--- src/rtl/alu_ctrl_fsm_pkg.sv ---
// Shared constants for the ALU control FSM and the datapath it steers.
// Holds state encodings, opcode/op field values, nsel/vsel encodings and the
// decoded instruction class.
package alu_ctrl_fsm_pkg;

  // FSM state encoding
  localparam logic [2:0] S_WAIT      = 3'd0;
  localparam logic [2:0] S_DECODE    = 3'd1;
  localparam logic [2:0] S_LOAD_A    = 3'd2;
  localparam logic [2:0] S_LOAD_B    = 3'd3;
  localparam logic [2:0] S_EXEC      = 3'd4;
  localparam logic [2:0] S_WRITE     = 3'd5;
  localparam logic [2:0] S_WRITE_IMM = 3'd6;

  // Opcode field IR[15:13]
  localparam logic [2:0] OPC_MOV = 3'b110;
  localparam logic [2:0] OPC_ALU = 3'b101;

  // Op field IR[12:11]
  localparam logic [1:0] OP_MOV_REG = 2'b00;
  localparam logic [1:0] OP_MOV_IMM = 2'b10;
  localparam logic [1:0] OP_ADD     = 2'b00;
  localparam logic [1:0] OP_CMP     = 2'b01;
  localparam logic [1:0] OP_AND     = 2'b10;
  localparam logic [1:0] OP_MVN     = 2'b11;

  // One-hot register-file select
  localparam logic [2:0] NSEL_NONE = 3'b000;
  localparam logic [2:0] NSEL_RN   = 3'b100;
  localparam logic [2:0] NSEL_RD   = 3'b010;
  localparam logic [2:0] NSEL_RM   = 3'b001;

  // Write-back source select
  localparam logic [1:0] VSEL_C   = 2'b00;
  localparam logic [1:0] VSEL_IMM = 2'b10;

  typedef enum logic [2:0] {
    CLS_ILLEGAL,
    CLS_MOV_IMM,
    CLS_MOV_REG,
    CLS_ADD,
    CLS_CMP,
    CLS_AND,
    CLS_MVN
  } cls_e;

  function automatic cls_e classify(input logic [2:0] opcode, input logic [1:0] op);
    cls_e c;
    c = CLS_ILLEGAL;
    if (opcode == OPC_MOV) begin
      if (op == OP_MOV_IMM)      c = CLS_MOV_IMM;
      else if (op == OP_MOV_REG) c = CLS_MOV_REG;
    end else if (opcode == OPC_ALU) begin
      case (op)
        OP_ADD:  c = CLS_ADD;
        OP_CMP:  c = CLS_CMP;
        OP_AND:  c = CLS_AND;
        default: c = CLS_MVN;
      endcase
    end
    return c;
  endfunction

endpackage

--- src/rtl/alu_ctrl_fsm_instr_dec.sv ---
// instr_dec: combinational field extraction and legality check of the IR.
// Ports: ir_i (instruction register) -> cls_o (instruction class),
//        aluop_o IR[12:11], shift_o IR[4:3], sximm8_o IR[7:0] sign-extended.
module instr_dec
  import alu_ctrl_fsm_pkg::*;
#(
  parameter int WIDTH = 16
) (
  input  logic [WIDTH-1:0] ir_i,
  output cls_e             cls_o,
  output logic [1:0]       aluop_o,
  output logic [1:0]       shift_o,
  output logic [WIDTH-1:0] sximm8_o
);

  logic [2:0] opcode;
  logic [1:0] op;
  logic [7:0] imm8;

  assign opcode   = ir_i[15:13];
  assign op       = ir_i[12:11];
  assign imm8     = ir_i[7:0];

  assign cls_o    = classify(opcode, op);
  assign aluop_o  = op;
  assign shift_o  = ir_i[4:3];
  assign sximm8_o = {{(WIDTH-8){imm8[7]}}, imm8};

  // Register numbers go straight to the register file, not through here.
  logic unused_regnums;
  assign unused_regnums = ^{ir_i[10:8], ir_i[2:0]};

endmodule

--- src/rtl/alu_ctrl_fsm.sv ---
// alu_ctrl_fsm: Moore controller sequencing a register-file/ALU datapath.
// Ports: clk, reset (async high), start/instr in; done, illegal, ALUop, nsel,
//        loada/b/c, loads, write, asel, vsel, shift, sximm8 out.
module alu_ctrl_fsm
  import alu_ctrl_fsm_pkg::*;
#(
  parameter int WIDTH = 16
) (
  input  logic             clk,
  input  logic             reset,
  input  logic             start,
  input  logic [WIDTH-1:0] instr,
  output logic             done,
  output logic             illegal,
  output logic [1:0]       ALUop,
  output logic [2:0]       nsel,
  output logic             loada,
  output logic             loadb,
  output logic             loadc,
  output logic             loads,
  output logic             write,
  output logic             asel,
  output logic [1:0]       vsel,
  output logic [1:0]       shift,
  output logic [WIDTH-1:0] sximm8
);

  logic [2:0]       state_q, state_d;
  logic [WIDTH-1:0] ir_q, ir_d;
  logic             illegal_q, illegal_d;
  cls_e             cls;

  instr_dec #(.WIDTH(WIDTH)) u_dec (
    .ir_i     (ir_q),
    .cls_o    (cls),
    .aluop_o  (ALUop),
    .shift_o  (shift),
    .sximm8_o (sximm8)
  );

  always_ff @(posedge clk or posedge reset) begin
    if (reset) begin
      state_q   <= S_WAIT;
      ir_q      <= '0;
      illegal_q <= 1'b0;
    end else begin
      state_q   <= state_d;
      ir_q      <= ir_d;
      illegal_q <= illegal_d;
    end
  end

  // IR only loads on an accepted start, so it is stable for the whole instruction.
  always_comb begin
    state_d   = state_q;
    ir_d      = ir_q;
    illegal_d = illegal_q;
    case (state_q)
      S_WAIT: begin
        if (start) begin
          ir_d      = instr;
          illegal_d = 1'b0;
          state_d   = S_DECODE;
        end
      end
      S_DECODE: begin
        case (cls)
          CLS_MOV_IMM:                  state_d = S_WRITE_IMM;
          CLS_ADD, CLS_CMP, CLS_AND:    state_d = S_LOAD_A;
          CLS_MOV_REG, CLS_MVN:         state_d = S_LOAD_B;
          default: begin
            illegal_d = 1'b1;
            state_d   = S_WAIT;
          end
        endcase
      end
      S_LOAD_A:    state_d = S_LOAD_B;
      S_LOAD_B:    state_d = S_EXEC;
      S_EXEC:      state_d = (cls == CLS_CMP) ? S_WAIT : S_WRITE;
      S_WRITE:     state_d = S_WAIT;
      S_WRITE_IMM: state_d = S_WAIT;
      default:     state_d = S_WAIT;
    endcase
  end

  // Moore outputs: every strobe defaults low and is raised only by its own state.
  always_comb begin
    nsel  = NSEL_NONE;
    loada = 1'b0;
    loadb = 1'b0;
    loadc = 1'b0;
    loads = 1'b0;
    write = 1'b0;
    asel  = 1'b0;
    vsel  = VSEL_C;
    case (state_q)
      S_LOAD_A: begin
        nsel  = NSEL_RN;
        loada = 1'b1;
      end
      S_LOAD_B: begin
        nsel  = NSEL_RM;
        loadb = 1'b1;
      end
      S_EXEC: begin
        loadc = 1'b1;
        // Single-operand ops pass B through the ALU with A forced to zero.
        asel  = (cls == CLS_MOV_REG) || (cls == CLS_MVN);
        loads = (cls == CLS_CMP);
      end
      S_WRITE: begin
        nsel  = NSEL_RD;
        vsel  = VSEL_C;
        write = 1'b1;
      end
      S_WRITE_IMM: begin
        nsel  = NSEL_RN;
        vsel  = VSEL_IMM;
        write = 1'b1;
      end
      default: ;
    endcase
  end

  assign done    = (state_q == S_WAIT);
  assign illegal = illegal_q;

endmodule

--- config.mk ---
export PLATFORM = sky130hd
export DESIGN_NAME = alu_ctrl_fsm
export DESIGN_NICKNAME = d
export VERILOG_FILES = /design/src/rtl/alu_ctrl_fsm_pkg.sv /design/src/rtl/alu_ctrl_fsm_instr_dec.sv /design/src/rtl/alu_ctrl_fsm.sv
export SDC_FILE = /design/constraint.sdc
export NUM_CORES = 1
export LEC_CHECK = 0
export ABC_CLOCK_PERIOD_IN_PS = 2400
export CAP_MARGIN = 20
export CORE_MARGIN = 5
export CORE_UTILIZATION = 40
export CTS_BUF_LIST = sky130_fd_sc_hd__clkbuf_16
export DETAILED_ROUTE_END_ITERATION = 8
export PLACE_DENSITY_LB_ADDON = 0.05
export SYNTH_ARGS = -nofsm -noshare
export SYNTH_HDL_FRONTEND = slang
export SYNTH_SLANG_ARGS = --single-unit
--- constraint.sdc ---
create_clock -name clk -period 2.4 [get_ports clk]
set_input_delay 0.48 -clock clk [delete_from_list [all_inputs] [get_ports clk]]
set_output_delay 0.48 -clock clk [all_outputs]
set_load 0.02 [all_outputs]
; Word-level counts from Yosys, hierarchy flattened
; Index checks and enable logic that the tools add are counted.
[classes]
bitwise = 0
muxes = 20
n_reduce_logical = 11
n_shift = 0
n_mul = 0
magnitude_cmp = 0
add_sub_neg = 0
eq_ne = 18
div = 0
[ops]
columns = operator, count
row1 = $pmux 3 s3, 3
row2 = $eq 3x3->1 const B, 8
row3 = $mux 3, 5
row4 = $pmux 3 s5, 1
row5 = $eq 3x2->1 const B, 4
row6 = $mux 1, 8
row7 = $eq 3x1->1 const B, 2
row8 = $reduce_or 2->1, 3
row9 = $reduce_or 6->1, 1
row10 = $mux 2, 2
row11 = $ne 2x2->1 const B, 2
row12 = $logic_not 3->1, 1
row13 = $reduce_and 3->1, 1
row14 = $reduce_or 3->1, 1
row15 = $eq 2x1->1 const B, 1
row16 = $eq 2x2->1 const B, 1
row17 = $logic_not 2->1, 1
row18 = $pmux 1 s2, 1
row19 = $reduce_and 2->1, 1
row20 = $reduce_bool 2->1, 1
row21 = $logic_or 1x1->1, 1
[totals]
mem_bits_ro = 0
inputBits = 19
memories = 0
ramBits = 0
regBits = 20
output_inout_bits = 33
latchBits = 0
wordCells = 52

; Depth between registers and ports, before layout
[logic_depth]
depth_word = 8
mapped_depth = 5
ltp_nobuf = 5

; Modules after synthesis
; From an unflattened synthesis, not the netlist that was laid out.
[unflattened]
hier_cells = 111
area_unflattened_um2 = 1191.1
[modules_own_cells]
columns = module, instances, seq_area_each_um2, cells_per_inst, area_each_um2
row1 = alu_ctrl_fsm, 1, 500.5, 77, 938.4
row2 = instr_dec, 1, 0.0, 34, 252.7

; Worst setup path after synthesis
; No wires, ideal clock.
[synth_path]
path_type = register -> output
startpoint = register ir_q[11]
endpoint = output port asel
setup_slack_ns = 0.297
stages_incl_launch_ff = 6
required_ns = 1.920
n_path_buf = 0
t_arrival_ns = 1.623
path_cell_list = dfrtp_1 > inv_1 > ha_1 > or4b_1 > a21o_1 > nor2_1
[synth_between]
elab_chain_len = 7
word_cells_on_any_way = 12
classes_between = 4 x eq/ne / 6 x mux / 2 x reduce/logical
[synth_lines]
columns = item, line_no
row1 = from (decl), alu_ctrl_fsm.sv:29  ; logic [WIDTH-1:0] ir_q, ir_d;
row2 = from (signal assigned), alu_ctrl_fsm.sv:48  ; ir_q <= ir_d;
row3 = $eq 2x2->1 (tied with other cells), "alu_ctrl_fsm_pkg.sv:51, alu_ctrl_fsm_pkg.sv:54"
row4 = $pmux 3 s3 / $mux 2 (equally long branches), "alu_ctrl_fsm_pkg.sv:54, alu_ctrl_fsm_pkg.sv:52"
row5 = "$mux 3, on equally long branches", "alu_ctrl_fsm_pkg.sv:53, alu_ctrl_fsm_pkg.sv:51"
row6 = $mux 3 (*), alu_ctrl_fsm_pkg.sv:50  ; if (opcode == OPC_MOV) begin
row7 = $eq 3x2->1 / $eq 3x3->1 (equally long branches), alu_ctrl_fsm.sv:108  ; asel = (cls == CLS_MOV_REG) || (cls == CLS_MVN);
row8 = $logic_or 1x1->1 (*), alu_ctrl_fsm.sv:108
row9 = $mux 1 (*), alu_ctrl_fsm.sv:96  ; case (state_q)
row10 = to (decl), alu_ctrl_fsm.sv:22  ; output logic asel,
; Every way passes the cells marked *; elsewhere a longest branch is shown, timed or not.

; Final worst setup path
; Same ends and word-level chain as after synthesis.

==> impl_metrics.yaml <==
place:
  place_inst: 166
  io_buffers: 47
  gp_congestion: 0.803
  hpwl_um: 1730
route:
  drtPass1Iterations: 4
  highest_layer: "met4"
  drt-met1-wl_um: 1010
  viasPerCell: 4.81
  routed-wl-met2_um: 1090
  wl_met3_um: 179
  vias: 822
  drc: 0
  drt-initial-drc-count: 11
  wl_per_cell_um: 13.4
  ant_nets: 0
  drt-total-wl_um: 2300
global_route:
  antenna_found_initial: 0
  grt_pass1_wl_um: 3620
  gr-usage-all-layers_pct: 13.1
  grt_max_degree: 19
  first_global_vias: 773
  grt-ovfl-total: 0
finish:
  antennaDiodeCount: 0
  layout_common_cells: "clkdlybuf4s50_1 (45), dfrtp_1 (17), buf_4 (11)"
  drive_gt1_share_pct: 20.6
  mostFrequentLayoutCell: "clkdlybuf4s50_1"
  stdcell_count: 171
  nFillCells: 214
  utilization_pct: 61.0
  synthToLayoutAreaGrowth_pct: 43.7
  fin_nets: 163
sta:
  setup_viol: 0
  setup_total_negative_slack_ns: 0
  period_minus_slack_ns: 2.32
  fin_crit_sh_pct: 96.5
  finClkSkew_ns: 0.00470
  slew_violations: 0
  fmax_ghz: 0.432
  hold_viol_final: 0
  worst_pin_slew_ns: 0.651
  relSlewSlack_pct: 56.5
synth:
  synth_seq_cells: 17
  ys_warn_count: 0
  synth-simple-area-share_pct: 14.9
  synth_xor_xnor_area_share_pct: 0
  syn_area_per_cell_sq_um: 10.1
  synthMuxAreaShare_pct: 10.2
  synth_edf_count: 0
  syn_inst: 106
  synthAdderAreaFrac_pct: 2.34
  synth-compound-area-share_pct: 10.6
  synth_fp_nets: 127
  yosys_most_used_dff: "dfrtp_1"
  synth.distinct_cells: 31
  async_flop_share_pct: 100
  seq_area_frac_synth_pct: 39.8
  synth_top_family_by_area: "buffers and inverters"
  netlist_area_sq_um: 1070
setup_path:
  critPathArrivalTime_ns: 1.84
  endpoint_kind: "output pin"
  cp_max_fo: 2
  cp.required_ns: 1.92
  path_buf_inv: 2
  path_class: "register to output pin"
  cp-start-kind: "register"
  cp-startpoint: "ir_q[11]$_DFFE_PP0P_"
  cpMaxStageDelayCell: "or4b_1"
  cp_cell_sequence: "inv_2 -> ha_4 -> or4b_1 -> a21o_1 -> nor2_1 -> buf_4"
  r2r_start: "ir_q[11]$_DFFE_PP0P_"
  max_stage_delay_ns: 0.46
  cp_top_family: "simple AND/OR/NAND/NOR gates"
power_and_ir_drop:
  power_density_nw_per_um2: 1500
  power_mw: 2.30
  leakagePower_nw: 0.665
  ir_worst_vdd_mv: 1.02
min_path:
  min-delay-path-class: "register to register"
  hold_start: "ir_q[0]$_DFFE_PP0P_"
clocking:
  cts_root_buf: "clkbuf_16"
  clk_path_buf_depth: 2
  cts.sinks: 17
  insertion_delay_ns: 0.25
  path_clk_slew_ns: 0.06
  cts_tree: "yes"
  cts_max_level: 1
  cts_made_buffers: 3
status:
  status: "finished clean"
floorplan:
  dieWidth_um: 61.7
  fp-row-count: 18
  initial_utilization_pct: 42.4
  dieHeight_um: 61.7
  core_sq_um: 2520
  ios: 52
  dieArea_sq_um: 3810
run:
  drv_cap: 0
-- final timing paths --
| kind | end | slack, ns | cells after the start |
|---|---|---|---|
| worst max-delay path | asel | 0.08 | 6 |
| worst min register to register | ir_q[0]$_DFFE_PP0P_ | 0.50 | 1 |
| max in group asynchronous | ir_q[4]$_DFFE_PP0P_ | 1.35 | 2 |
| worst min-delay path | ir_q[0]$_DFFE_PP0P_ | 0.50 | 1 |
| worst max register to register | illegal$_DFFE_PP0P_ | 0.66 | 6 |
| min in group asynchronous | illegal$_DFFE_PP0P_ | 0.63 | 2 |
-- cells in the mapped netlist (all sizes together), types with 2 or more instances --
master   n  area share, %
o211ai   2            1.4
ha       2            2.3
nor3     2           0.94
o21ai    7            3.3
or3b     2            1.6
a211o    2            1.6
mux2     9             10
a21oi    2           0.94
nand2    6            2.1
nand2b   4            2.3
dfrtp   17             40
nor2     5            1.8
buf     26             19
inv      8            2.8
-- per-stage QoR --
step,worst slack [ns],hold slack (ns),instance area (sq um)
after floorplan,0.297,0.406,1070
after global placement,-0.131,0.487,1440
after detailed placement,-0.145,0.498,1440
after CTS,0.0177,0.509,1520
after global routing,-0.000808,0.533,1540
final,0.0845,0.502,1540
-- what timing repair did --
action / in CTS / in global routing
gates resized for setup: 5 / 4
hold buffers: 0 / 0
buffers inserted: 0 / 1
pin swaps: 0 / 2
endpoints found under the hold margin: 0 / 0
setup endpoints to repair: 2 / 1
-- logic make-up after synthesis --
group	Yosys count
other	1
multiplexers	9
buffers and inverters	34
flip-flops	17
adder cells (fa/ha/maj)	2
AND/OR/NAND/NOR	25
AO/OA/AOI/OAI	18
-- state kept, by name, summed over array words and instances, names as in the netlist --
register  count
illegal       1
ir_q         13
state_q       3
-- final cells by class --
type / count / area [sq um] / area share, %
clock buffers: 3 / 75.1 / 4.88
clock inverters: 1 / 5.00 / 0.325
inverters: 8 / 30.0 / 1.95
multi-input cells: 55 / 423 / 27.5
flip-flops and latches: 17 / 425 / 27.7
well taps: 30 / 37.5 / 2.44
repair buffers: 57 / 542 / 35.2
-- where the power goes --
group	total [mW]	leakage, nW	internal (mW)	switching, mW
Sequential	0.530	0.205	0.428	0.102
Clock	0.342	0.0409	0.223	0.119
Combinational	1.43	0.419	0.735	0.694
Total	2.30	0.665	1.39	0.915
-- routing by layer --
| metal | track usage (%) | up-vias |
|---|---|---|
| li1 | - | 404 |
| met1 | 16.9 | 385 |
| met2 | 20.3 | 29 |
| met3 | 4.75 | 4 |
| met4 | 4.55 | 0 |
| met5 | 0 | - |
(Power assumes the default switching activity.)
